### config.mk
export PLATFORM = sky130hd
export DESIGN_NAME = router_pkt_tx_flat
export DESIGN_NICKNAME = d
export VERILOG_FILES = /design/src/rtl/router_pkt_tx_if.sv /design/src/rtl/router_pkt_tx.sv /design/src/flat_wrapper.sv
export SDC_FILE = /design/constraint.sdc
export NUM_CORES = 1
export LEC_CHECK = 0
export ABC_AREA = 1
export BUFFER_PORTS_ARGS = -buffer_cell sky130_fd_sc_hd__buf_2
export CAP_MARGIN = 20
export CORE_AREA = 2 2 196 198
export CTS_BUF_LIST = sky130_fd_sc_hd__clkbuf_8
export DETAILED_ROUTE_END_ITERATION = 12
export DIE_AREA = 0 0 198 200
export HOLD_SLACK_MARGIN = 0.05
export PLACE_DENSITY_LB_ADDON = 0.05
export SYNTH_ARGS = -nofsm -noshare
export SYNTH_HDL_FRONTEND = slang
export SYNTH_SLANG_ARGS = --single-unit
### constraint.sdc
create_clock -name clock -period 3.1 [get_ports clock]
set_clock_uncertainty 0.05 [all_clocks]
set_input_delay 0.62 -clock clock [delete_from_list [all_inputs] [get_ports clock]]
set_output_delay 0.62 -clock clock [all_outputs]
set_load 0.005 [all_outputs]
### src/rtl/router_pkt_tx_if.sv
// Handshake and router-pin bundle for router_pkt_tx: command, payload and packet outputs.
interface router_pkt_tx_if;
  localparam int unsigned ADDR_W = 2;
  localparam int unsigned LEN_W  = 6;
  localparam int unsigned DATA_W = 8;

  logic              cmd_valid;
  logic              cmd_ready;
  logic [ADDR_W-1:0] cmd_addr;
  logic [LEN_W-1:0]  cmd_len;
  logic              pay_valid;
  logic              pay_ready;
  logic [DATA_W-1:0] pay_data;
  logic              busy;
  logic [DATA_W-1:0] pkt_data;
  logic              pkt_valid;
  logic              tx_done;
  logic              cmd_err;

  // Producer / router side
  modport master (
    output cmd_valid, cmd_addr, cmd_len, pay_valid, pay_data, busy,
    input  cmd_ready, pay_ready, pkt_data, pkt_valid, tx_done, cmd_err
  );

  // Transmitter side
  modport slave (
    input  cmd_valid, cmd_addr, cmd_len, pay_valid, pay_data, busy,
    output cmd_ready, pay_ready, pkt_data, pkt_valid, tx_done, cmd_err
  );
endinterface

### src/rtl/router_pkt_tx.sv
// Buffers a full packet payload, then serializes header, payload and XOR parity to the router.
// Optional feature macro: ROUTER_PKT_TX_BAD_PARITY_EN adds force_bad_parity (inverted parity byte).
module router_pkt_tx #(
  parameter int unsigned IDLE_GAP = 3
) (
  input  logic           clock,
  input  logic           resetn,
`ifdef ROUTER_PKT_TX_BAD_PARITY_EN
  input  logic           force_bad_parity,
`endif
  router_pkt_tx_if.slave bus
);
  localparam int unsigned ADDR_W = 2;
  localparam int unsigned LEN_W  = 6;
  localparam int unsigned DATA_W = 8;
  localparam int unsigned DEPTH  = 64;
  localparam int unsigned GAP_W  = 4;
  localparam logic [GAP_W-1:0] GAP_LAST = (IDLE_GAP == 0) ? '0 : GAP_W'(IDLE_GAP - 1);

  typedef enum logic [2:0] {
    S_IDLE, S_LOAD, S_HEADER, S_PAYLOAD, S_PARITY, S_GAP
  } state_e;

  state_e            state_q, state_d;
  logic [DATA_W-1:0] hdr_q, hdr_d;
  logic [LEN_W-1:0]  len_q, len_d;
  logic [LEN_W-1:0]  wr_idx_q, wr_idx_d;
  logic [LEN_W-1:0]  rd_idx_q, rd_idx_d;
  logic [DATA_W-1:0] parity_q, parity_d;
  logic [GAP_W-1:0]  gap_cnt_q, gap_cnt_d;
  logic [DATA_W-1:0] pkt_data_q, pkt_data_d;
  logic              pkt_valid_q, pkt_valid_d;
  logic              tx_done_q, tx_done_d;
  logic              cmd_err_q, cmd_err_d;
  logic              mem_we_c;
  logic              inv_par;
  logic [DATA_W-1:0] mem_q [DEPTH];

`ifdef ROUTER_PKT_TX_BAD_PARITY_EN
  logic inv_par_q, inv_par_d;
  assign inv_par = inv_par_q;
`else
  assign inv_par = 1'b0;
`endif

  assign bus.cmd_ready = (state_q == S_IDLE);
  assign bus.pay_ready = (state_q == S_LOAD);
  assign bus.pkt_data  = pkt_data_q;
  assign bus.pkt_valid = pkt_valid_q;
  assign bus.tx_done   = tx_done_q;
  assign bus.cmd_err   = cmd_err_q;

  // Next-state and registered-output decode; outputs follow the state being entered
  always_comb begin
    state_d     = state_q;
    hdr_d       = hdr_q;
    len_d       = len_q;
    wr_idx_d    = wr_idx_q;
    rd_idx_d    = rd_idx_q;
    parity_d    = parity_q;
    gap_cnt_d   = gap_cnt_q;
    mem_we_c    = 1'b0;
    cmd_err_d   = 1'b0;
    tx_done_d   = 1'b0;
    pkt_valid_d = 1'b0;
    pkt_data_d  = '0;
`ifdef ROUTER_PKT_TX_BAD_PARITY_EN
    inv_par_d   = inv_par_q;
`endif

    unique case (state_q)
      S_IDLE: begin
        if (bus.cmd_valid) begin
          if (bus.cmd_addr == ADDR_W'(3) || bus.cmd_len == '0) begin
            cmd_err_d = 1'b1;
          end else begin
            hdr_d    = {bus.cmd_len, bus.cmd_addr};
            parity_d = {bus.cmd_len, bus.cmd_addr};
            len_d    = bus.cmd_len;
            wr_idx_d = '0;
            rd_idx_d = '0;
`ifdef ROUTER_PKT_TX_BAD_PARITY_EN
            inv_par_d = force_bad_parity;
`endif
            state_d  = S_LOAD;
          end
        end
      end
      S_LOAD: begin
        if (bus.pay_valid) begin
          mem_we_c = 1'b1;
          parity_d = parity_q ^ bus.pay_data;
          if (wr_idx_q == len_q - LEN_W'(1)) state_d = S_HEADER;
          else                               wr_idx_d = wr_idx_q + LEN_W'(1);
        end
      end
      S_HEADER: begin
        if (!bus.busy) state_d = S_PAYLOAD;
      end
      S_PAYLOAD: begin
        if (!bus.busy) begin
          if (rd_idx_q == len_q - LEN_W'(1)) state_d = S_PARITY;
          else                               rd_idx_d = rd_idx_q + LEN_W'(1);
        end
      end
      S_PARITY: begin
        if (!bus.busy) begin
          gap_cnt_d = '0;
          if (IDLE_GAP == 0) begin
            state_d   = S_IDLE;
            tx_done_d = 1'b1;
          end else begin
            state_d   = S_GAP;
          end
        end
      end
      S_GAP: begin
        if (gap_cnt_q == GAP_LAST) state_d = S_IDLE;
        else                       gap_cnt_d = gap_cnt_q + GAP_W'(1);
      end
      default: state_d = S_IDLE;
    endcase

    unique case (state_d)
      S_HEADER: begin
        pkt_valid_d = 1'b1;
        pkt_data_d  = hdr_d;
      end
      S_PAYLOAD: begin
        pkt_valid_d = 1'b1;
        pkt_data_d  = mem_q[rd_idx_d];
      end
      S_PARITY:  pkt_data_d = parity_d ^ {DATA_W{inv_par}};
      S_GAP:     tx_done_d  = (gap_cnt_d == GAP_LAST);
      default:   pkt_data_d = '0;
    endcase
  end

  always_ff @(posedge clock) begin
    if (!resetn) begin
      state_q     <= S_IDLE;
      hdr_q       <= '0;
      len_q       <= '0;
      wr_idx_q    <= '0;
      rd_idx_q    <= '0;
      parity_q    <= '0;
      gap_cnt_q   <= '0;
      pkt_data_q  <= '0;
      pkt_valid_q <= 1'b0;
      tx_done_q   <= 1'b0;
      cmd_err_q   <= 1'b0;
    end else begin
      state_q     <= state_d;
      hdr_q       <= hdr_d;
      len_q       <= len_d;
      wr_idx_q    <= wr_idx_d;
      rd_idx_q    <= rd_idx_d;
      parity_q    <= parity_d;
      gap_cnt_q   <= gap_cnt_d;
      pkt_data_q  <= pkt_data_d;
      pkt_valid_q <= pkt_valid_d;
      tx_done_q   <= tx_done_d;
      cmd_err_q   <= cmd_err_d;
    end
  end

`ifdef ROUTER_PKT_TX_BAD_PARITY_EN
  always_ff @(posedge clock) begin
    if (!resetn) inv_par_q <= 1'b0;
    else         inv_par_q <= inv_par_d;
  end
`endif

  // Payload buffer is deliberately not reset
  always_ff @(posedge clock) begin
    if (mem_we_c) mem_q[wr_idx_q] <= bus.pay_data;
  end
endmodule
### src/flat_wrapper.sv
// flat-port wrapper written by rule: the top's interface ports become plain ports
module router_pkt_tx_flat 
#(
  parameter int unsigned IDLE_GAP = 3
)
  (clock, resetn, bus_cmd_valid, bus_cmd_addr, bus_cmd_len, bus_pay_valid, bus_pay_data, bus_busy, bus_cmd_ready, bus_pay_ready, bus_pkt_data, bus_pkt_valid, bus_tx_done, bus_cmd_err);
  router_pkt_tx_if bus_i ();
  input  logic clock;
  input  logic resetn;
  input wire logic [$bits(bus_i.cmd_valid)-1:0] bus_cmd_valid;
  input wire logic [$bits(bus_i.cmd_addr)-1:0] bus_cmd_addr;
  input wire logic [$bits(bus_i.cmd_len)-1:0] bus_cmd_len;
  input wire logic [$bits(bus_i.pay_valid)-1:0] bus_pay_valid;
  input wire logic [$bits(bus_i.pay_data)-1:0] bus_pay_data;
  input wire logic [$bits(bus_i.busy)-1:0] bus_busy;
  output wire logic [$bits(bus_i.cmd_ready)-1:0] bus_cmd_ready;
  output wire logic [$bits(bus_i.pay_ready)-1:0] bus_pay_ready;
  output wire logic [$bits(bus_i.pkt_data)-1:0] bus_pkt_data;
  output wire logic [$bits(bus_i.pkt_valid)-1:0] bus_pkt_valid;
  output wire logic [$bits(bus_i.tx_done)-1:0] bus_tx_done;
  output wire logic [$bits(bus_i.cmd_err)-1:0] bus_cmd_err;
  assign bus_i.cmd_valid = bus_cmd_valid;
  assign bus_i.cmd_addr = bus_cmd_addr;
  assign bus_i.cmd_len = bus_cmd_len;
  assign bus_i.pay_valid = bus_pay_valid;
  assign bus_i.pay_data = bus_pay_data;
  assign bus_i.busy = bus_busy;
  assign bus_cmd_ready = bus_i.cmd_ready;
  assign bus_pay_ready = bus_i.pay_ready;
  assign bus_pkt_data = bus_i.pkt_data;
  assign bus_pkt_valid = bus_i.pkt_valid;
  assign bus_tx_done = bus_i.tx_done;
  assign bus_cmd_err = bus_i.cmd_err;
  router_pkt_tx #(.IDLE_GAP(IDLE_GAP)) u_core (.clock(clock), .resetn(resetn), .bus(bus_i));
endmodule
Yosys cells after proc, flatten, opt, wreduce, memory -nomap -nowiden
Memory sizes are Yosys's and may differ from the RTL's.
Cells that the tools add are included.
- memories kept: 1
- word-level logic and storage cells: 82
- bits in writable memories: 512
- output and inout port bits: 13
- register bits: 52
- bits of input ports: 21
- eq/ne operators: 18
- add/subtract/negate cells: 4
- bitwise operators: 2
- multiplexer cells: 37
- reduce and logical (&&, ||, !) cells: 9
- memories (memory ; depth ; bits a word ; read ports ; clocked after Yosys merged registers in ; write ports ; RTL line ; RTL):
    u_core.mem_q ; 64 ; 8 ; 1 ; 0 ; 1 ; router_pkt_tx.sv:37 ; logic [DATA_W-1:0] mem_q [DEPTH];
- operators with widths (cell ; number):
    2-to-1 mux 6 bit ; 8
    2-to-1 mux 8 bit ; 6
    2-to-1 mux 3 bit ; 9
    one-hot mux 6 bit (2 select lines) ; 2
    one-hot mux 8 bit (3 select lines) ; 1
    one-hot mux 3 bit (6 select lines) ; 1
    one-hot mux 8 bit (2 select lines) ; 1
    adder 6 x 1 -> 6 bit, second input constant ; 2
    equality test 3 x 2 -> 1 bit, second input constant ; 4
    equality test 3 bit, second input constant ; 4
    equality test 6 bit ; 2
    equality test 4 x 2 -> 1 bit, second input constant ; 2
    2-to-1 mux 4 bit ; 2
    != test 2 bit, second input constant ; 4
    one-hot mux 4 bit (2 select lines) ; 1
    XOR 8 bit ; 1
    logical NOT 6 bit ; 1
    2-to-1 mux 1 bit ; 6
    AND reduction 3 bit ; 2
    subtractor 6 x 1 -> 6 bit, second input constant ; 1
    AND reduction 5 bit ; 1
    adder 4 x 1 -> 4 bit, second input constant ; 1
    equality test 3 x 1 -> 1 bit, second input constant ; 1
    logical NOT 3 bit ; 1
    6 further kinds ; 6

Depth between registers and ports, before layout
- depth after elaboration: 8
- depth in mapped cells: 24
- mapped depth without buffers: 24

Least setup slack after synthesis
No wires, ideal clock.
- kind: reg-to-reg
- from: register u_core.len_q[0]
- to: register u_core.pkt_data_q[3], in the netlist u_core.bus.pkt_data[3]
- data required time: 2.918 ns
- stages on the path, launching flop included: 22
- path slack: 0.417 ns
- library setup time: 0.132 ns
- buffers on the path: 2
- arrival: 2.501 ns
- clock period less this slack: 2.683 ns
- cell sequence: dfxtp_1 -> inv_2 -> ha_1 -> inv_1 -> nand2_1 -> nand2_1 -> nor2_1 -> nand3_1 -> nor2_2 -> nand3_2 -> nand3_1 -> nand2_1 -> o21ai_1 -> buf_4 -> clkbuf_1 -> nand3_1 -> nand3_1 -> nand3_1 -> nand3_1 -> nand3_1 -> nand3_1 -> a21oi_1
- cells in the longest elaborated chain, start to end: 7
- elaborated cells between the ends (all ways): 16
- those cells by class: 1 x add/sub; 5 x eq/ne; 9 x mux; 1 x memory
- ends and longest elaborated chain (element ; RTL line ; RTL):
    from (decl) ; router_pkt_tx.sv:26 ; logic [LEN_W-1:0] len_q, len_d;
    from (signal assigned) ; router_pkt_tx.sv:155 ; len_q <= len_d;
    subtractor 6 x 1 -> 6 bit (*) ; router_pkt_tx.sv:93, router_pkt_tx.sv:102 ;
    equality test 6 bit (on tied branches) ; router_pkt_tx.sv:102, router_pkt_tx.sv:93 ;
    2-to-1 mux 6 bit (tied with other cells) ; router_pkt_tx.sv:102 ; if (rd_idx_q == len_q - LEN_W'(1)) state_d = S_PARITY;
    2-to-1 mux 6 bit (tied with other cells) ; router_pkt_tx.sv:101 ; if (!bus.busy) begin
    one-hot mux 6 bit (2 select lines) / one-hot mux 3 bit (6 select lines) (equally long branches) ; router_pkt_tx.sv:71 ; unique case (state_q)
    memory read (64 x 8 bit) (tied with other cells) ; n/a ;
    one-hot mux 8 bit (3 select lines) (*) ; router_pkt_tx.sv:124 ; unique case (state_d)
    to (signal assigned) ; router_pkt_tx.sv:160 ; pkt_data_q <= pkt_data_d;
    to (decl) ; router_pkt_tx.sv:31 ; logic [DATA_W-1:0] pkt_data_q, pkt_data_d;
Mark *: on every way between the ends. The rest lies on a longest branch, timed or not.
A chain may end at the register's enable or synchronous reset.

Worst setup path after layout
- from: register u_core.len_q[0]
- to: register u_core.pkt_data_q[1], in the netlist u_core.bus.pkt_data[1]
Same word-level chain as after synthesis.

==> run_results.csv <==
group,metric,value,unit
sta,tightest_slew,1320,ps
logic_synthesis,synth.most_common_cell,"nand3_1",
pwr,pwr-share-comb,0.040,
logic_synthesis,syn_area,24000,um2
critical_path,path_max_fanout,6,
sta,max-slew-margin-rel,0.116,
place,dp_hpwl,42100,um
logic_synthesis,synthFlopType,"edfxtp_1",
critical_path,crit_required,3580,ps
pwr,ir_drop,0.429,mV
sta,fmax,0.295,GHz
logic_synthesis,ys_async_sr_fraction,0,
pwr,power.switching,3340,uW
critical_path,startpoint_type,"flop",
logic_synthesis,syn_inst,2193,
global_route,grt-ovfl-total,0,
pwr,power_leakage,0.0114,uW
die,row_count,71,
global_route,grt_antenna_before_repair,3,
pwr,p_per_area,480,nW/um2
die,die_x,198,um
route,dr.pass1.iters,6,
place,place_congestion,0.913,
logic_synthesis,synth_edf_count,512,
cells_and_area,finalInstanceArea,30300,um2
clocking,cts_num_sinks,564,
route,vias,19300,
sta,min_period,3390,ps
route,ant_nets,0,
logic_synthesis,synth_commonest_cells,"701 x nand3_1, 512 x edfxtp_1, 428 x nand2_1",
critical_path,crit_path_end_kind,"flop",
sta,setup_tns,-1330,ps
global_route,grt_max_degree,65,
pwr,clkPwrFrac,0.388,
route,drt-initial-drc-count,2497,
outcome,outcome,"finished, violations left",
sta,grt_setup_unrepaired,"yes",
route,via_per_inst,6.42,
logic_synthesis,synth_cell_types,37,
place,placed_cell_area,25800,um2
die,die_area,39600,um2
cells_and_area,syn_to_final_growth,26.6,%
route,wirelength,77200,um
sta,finalMaxSlewViolations,0,
job,drv_cap,0,
route,post_drt_wl_per_cell,25.6,um
critical_path,cp_data_arrival_time,3870,ps
clocking,path_clk_slew,70,ps
logic_synthesis,ys_seq_area_frac,0.685,
logic_synthesis,synthDominantCellAreaShare,0.641,
global_route,grt_pass1_vias,18400,
clocking,htreeDepth,3,
sta,setup_violations,8,
route,drc,0,
cells_and_area,final_core_util,0.811,
die,die_h,200,um
pwr,sw_frac_of_total,0.230,
pwr,power_frac_seq,0.572,
sta,fin_ws,-288,ps
logic_synthesis,ys_seq_elements,564,
clocking,clk_latency,670,ps
global_route,grt_pass1_wl,110000,um
logic_synthesis,synth_area_leaders,"edfxtp_1 64%, nand3_1 15%, nand2_1 6.7%",
critical_path,path_class,"reg2reg",
clocking,holdBufCountCts,0,
sta,finalCritPeriodShare,1.09,
logic_synthesis,synth_nets,2219,
clocking,cts_inserted_buffers,88,
logic_synthesis,synth.largest_area_cell,"edfxtp_1",
die,start_util,0.641,
clocking,clockRootBuffer,"clkbuf_8",
die,ioPinCount,34,
die,coreArea,37400,um2
clocking,cts_tree,"built",
worst_hold_path,hold_class,"in2reg",
outcome,violations,"setup timing",
place,place.port_buffers,33,
logic_synthesis,yosysWarnings,0,
global_route,grt_usage,0.378,
cells_and_area,nNetsFinal,2459,
sta,hold_viol,0,
pwr,internal_power,11200,uW
cells_and_area,layout-drive-gt1-share,0.269,
logic_synthesis,postSynthAreaPerCell,10.9,um2
clocking,clk_path_buf_depth,3,
power by group through the flow:
stage / registers [uW] / clock network, uW / logic (uW)
after global placement: 8490 / 0 / 503
final: 8340 / 5650 / 579
after CTS: 8340 / 5650 / 538
after global routing: 8340 / 5960 / 617
after floorplan: 8490 / 0 / 203
after detailed placement: 8490 / 0 / 513
worst max-delay path, stage by stage (launching register included):
cell,delay (ps)
dfxtp_2,330
inv_2,50
ha_4,280
inv_4,30
nand2_2,40
nand2_1,50
nor2_1,110
nand3_1,140
nor2_4,160
nand3_4,120
buf_6,160
nand2_4,60
nand2_4,50
nand3_4,80
buf_12,150
nand2_8,130
buf_16,190
buf_4,150
nand2_1,50
nand3_1,100
nand3_1,150
nand3_2,170
nand3_1,130
nand3_1,80
nand3_1,130
a21oi_1,90
per-layer routing:
layer / track usage / wire, um / up-vias / part of all wire
li1: - / - / 8320 / -
met1: 0.486 / 27000 / 9247 / 0.35
met4: 0.204 / 5390 / 2 / 0.070
met2: 0.601 / 35500 / 1414 / 0.46
met5: 0 / 13 / - / 0.00017
met3: 0.0907 / 9370 / 360 / 0.12
final cells by class:
type | count | area [um2]
Sequential cell | 564 | 16400
Multi-Input combinational cell | 1382 | 7960
Fill cell | 2116 | 7060
Timing Repair Buffer | 284 | 3330
Clock buffer | 91 | 1250
Tap cell | 511 | 639
Inverter | 113 | 443
Clock inverter | 67 | 290
Antenna cell | 2 | 5.00
kinds of logic (layout without fill, tap and decap cells):
| group | count (synthesis) | after routing | synth area share |
|---|---|---|---|
| AOI/OAI and AO/OA | 72 | 72 | 0.0179 |
| xor gates and xnor gates | 3 | 3 | 0.00110 |
| adders and majority gates | 5 | 5 | 0.00261 |
| buffers and inverters | 248 | 555 | 0.0456 |
| DFF | 564 | 564 | 0.685 |
| other | 0 | 2 | 0 |
| and+or+nand+nor | 1301 | 1302 | 0.248 |
cells in the final DEF (no fill, tap or decap), types with 4 or more instances in the layout:
master and instances:
nand3b_1 22, inv_1 133, buf_6 16, clkbuf_8 91, buf_8 5, inv_2 7
nand3_2 185, clkinv_2 10, a21oi_1 18, clkinv_1 22, buf_4 153, nor2_4 4
dfxtp_1 50, clkbuf_16 8, nand3_4 27, or2_2 5, nand4_1 9, buf_16 16
nor3_1 6, nand2_4 5, nand2_2 25, nor2_2 7, a21oi_2 5, o21ai_0 19
o22a_1 8, buf_2 33, ha_1 4, nand3_1 491, bufbuf_16 5, nor2_1 109
a31oi_1 5, nand2_1 398, buf_12 48, o22ai_1 4, edfxtp_1 512
per-stage QoR:
step	total power (uW)	setup WS, ps	instances	hold slack, ps
floorplan	8700	417	2193	416
global route	14900	-402	3013	144
finish	14600	-288	3014	158
detailed placement	9010	-400	2769	463
global placement	9000	-392	2769	460
CTS	14500	-10.2	2985	131
repair_timing:
item / in CTS / in global routing
gates resized for setup: 151 / 218
gates cloned: 18 / 9
pin swaps: 59 / 72
setup endpoints to repair: 8 / 14
buffers inserted: 40 / 20
hold endpoints to repair: 0 / 0
path summary, 6_finish.rpt:
path	end	cells past startpoint	from	slack (ps)
max	u_core.bus.pkt_data[1]	25	u_core.len_q[0]	-290
min	u_core.state_q[0]	3	resetn	160
max reg2reg	u_core.bus.pkt_data[1]	25	u_core.len_q[0]	-290
min reg2reg	u_core.hdr_q[3]	4	u_core.hdr_q[3]	480
registers in the layout, summed over array words and instances, names as in the netlist:
name / count
u_core.mem_q: 512
u_core.bus.pkt_data: 8
u_core.hdr_q: 8
u_core.parity_q: 8
u_core.len_q: 6
u_core.rd_idx_q: 6
u_core.wr_idx_q: 6
u_core.gap_cnt_q: 4
u_core.state_q: 3
u_core.bus.cmd_err: 1
u_core.bus.pkt_valid: 1
u_core.bus.tx_done: 1
Note: power is estimated with default switching activity, not from simulation.
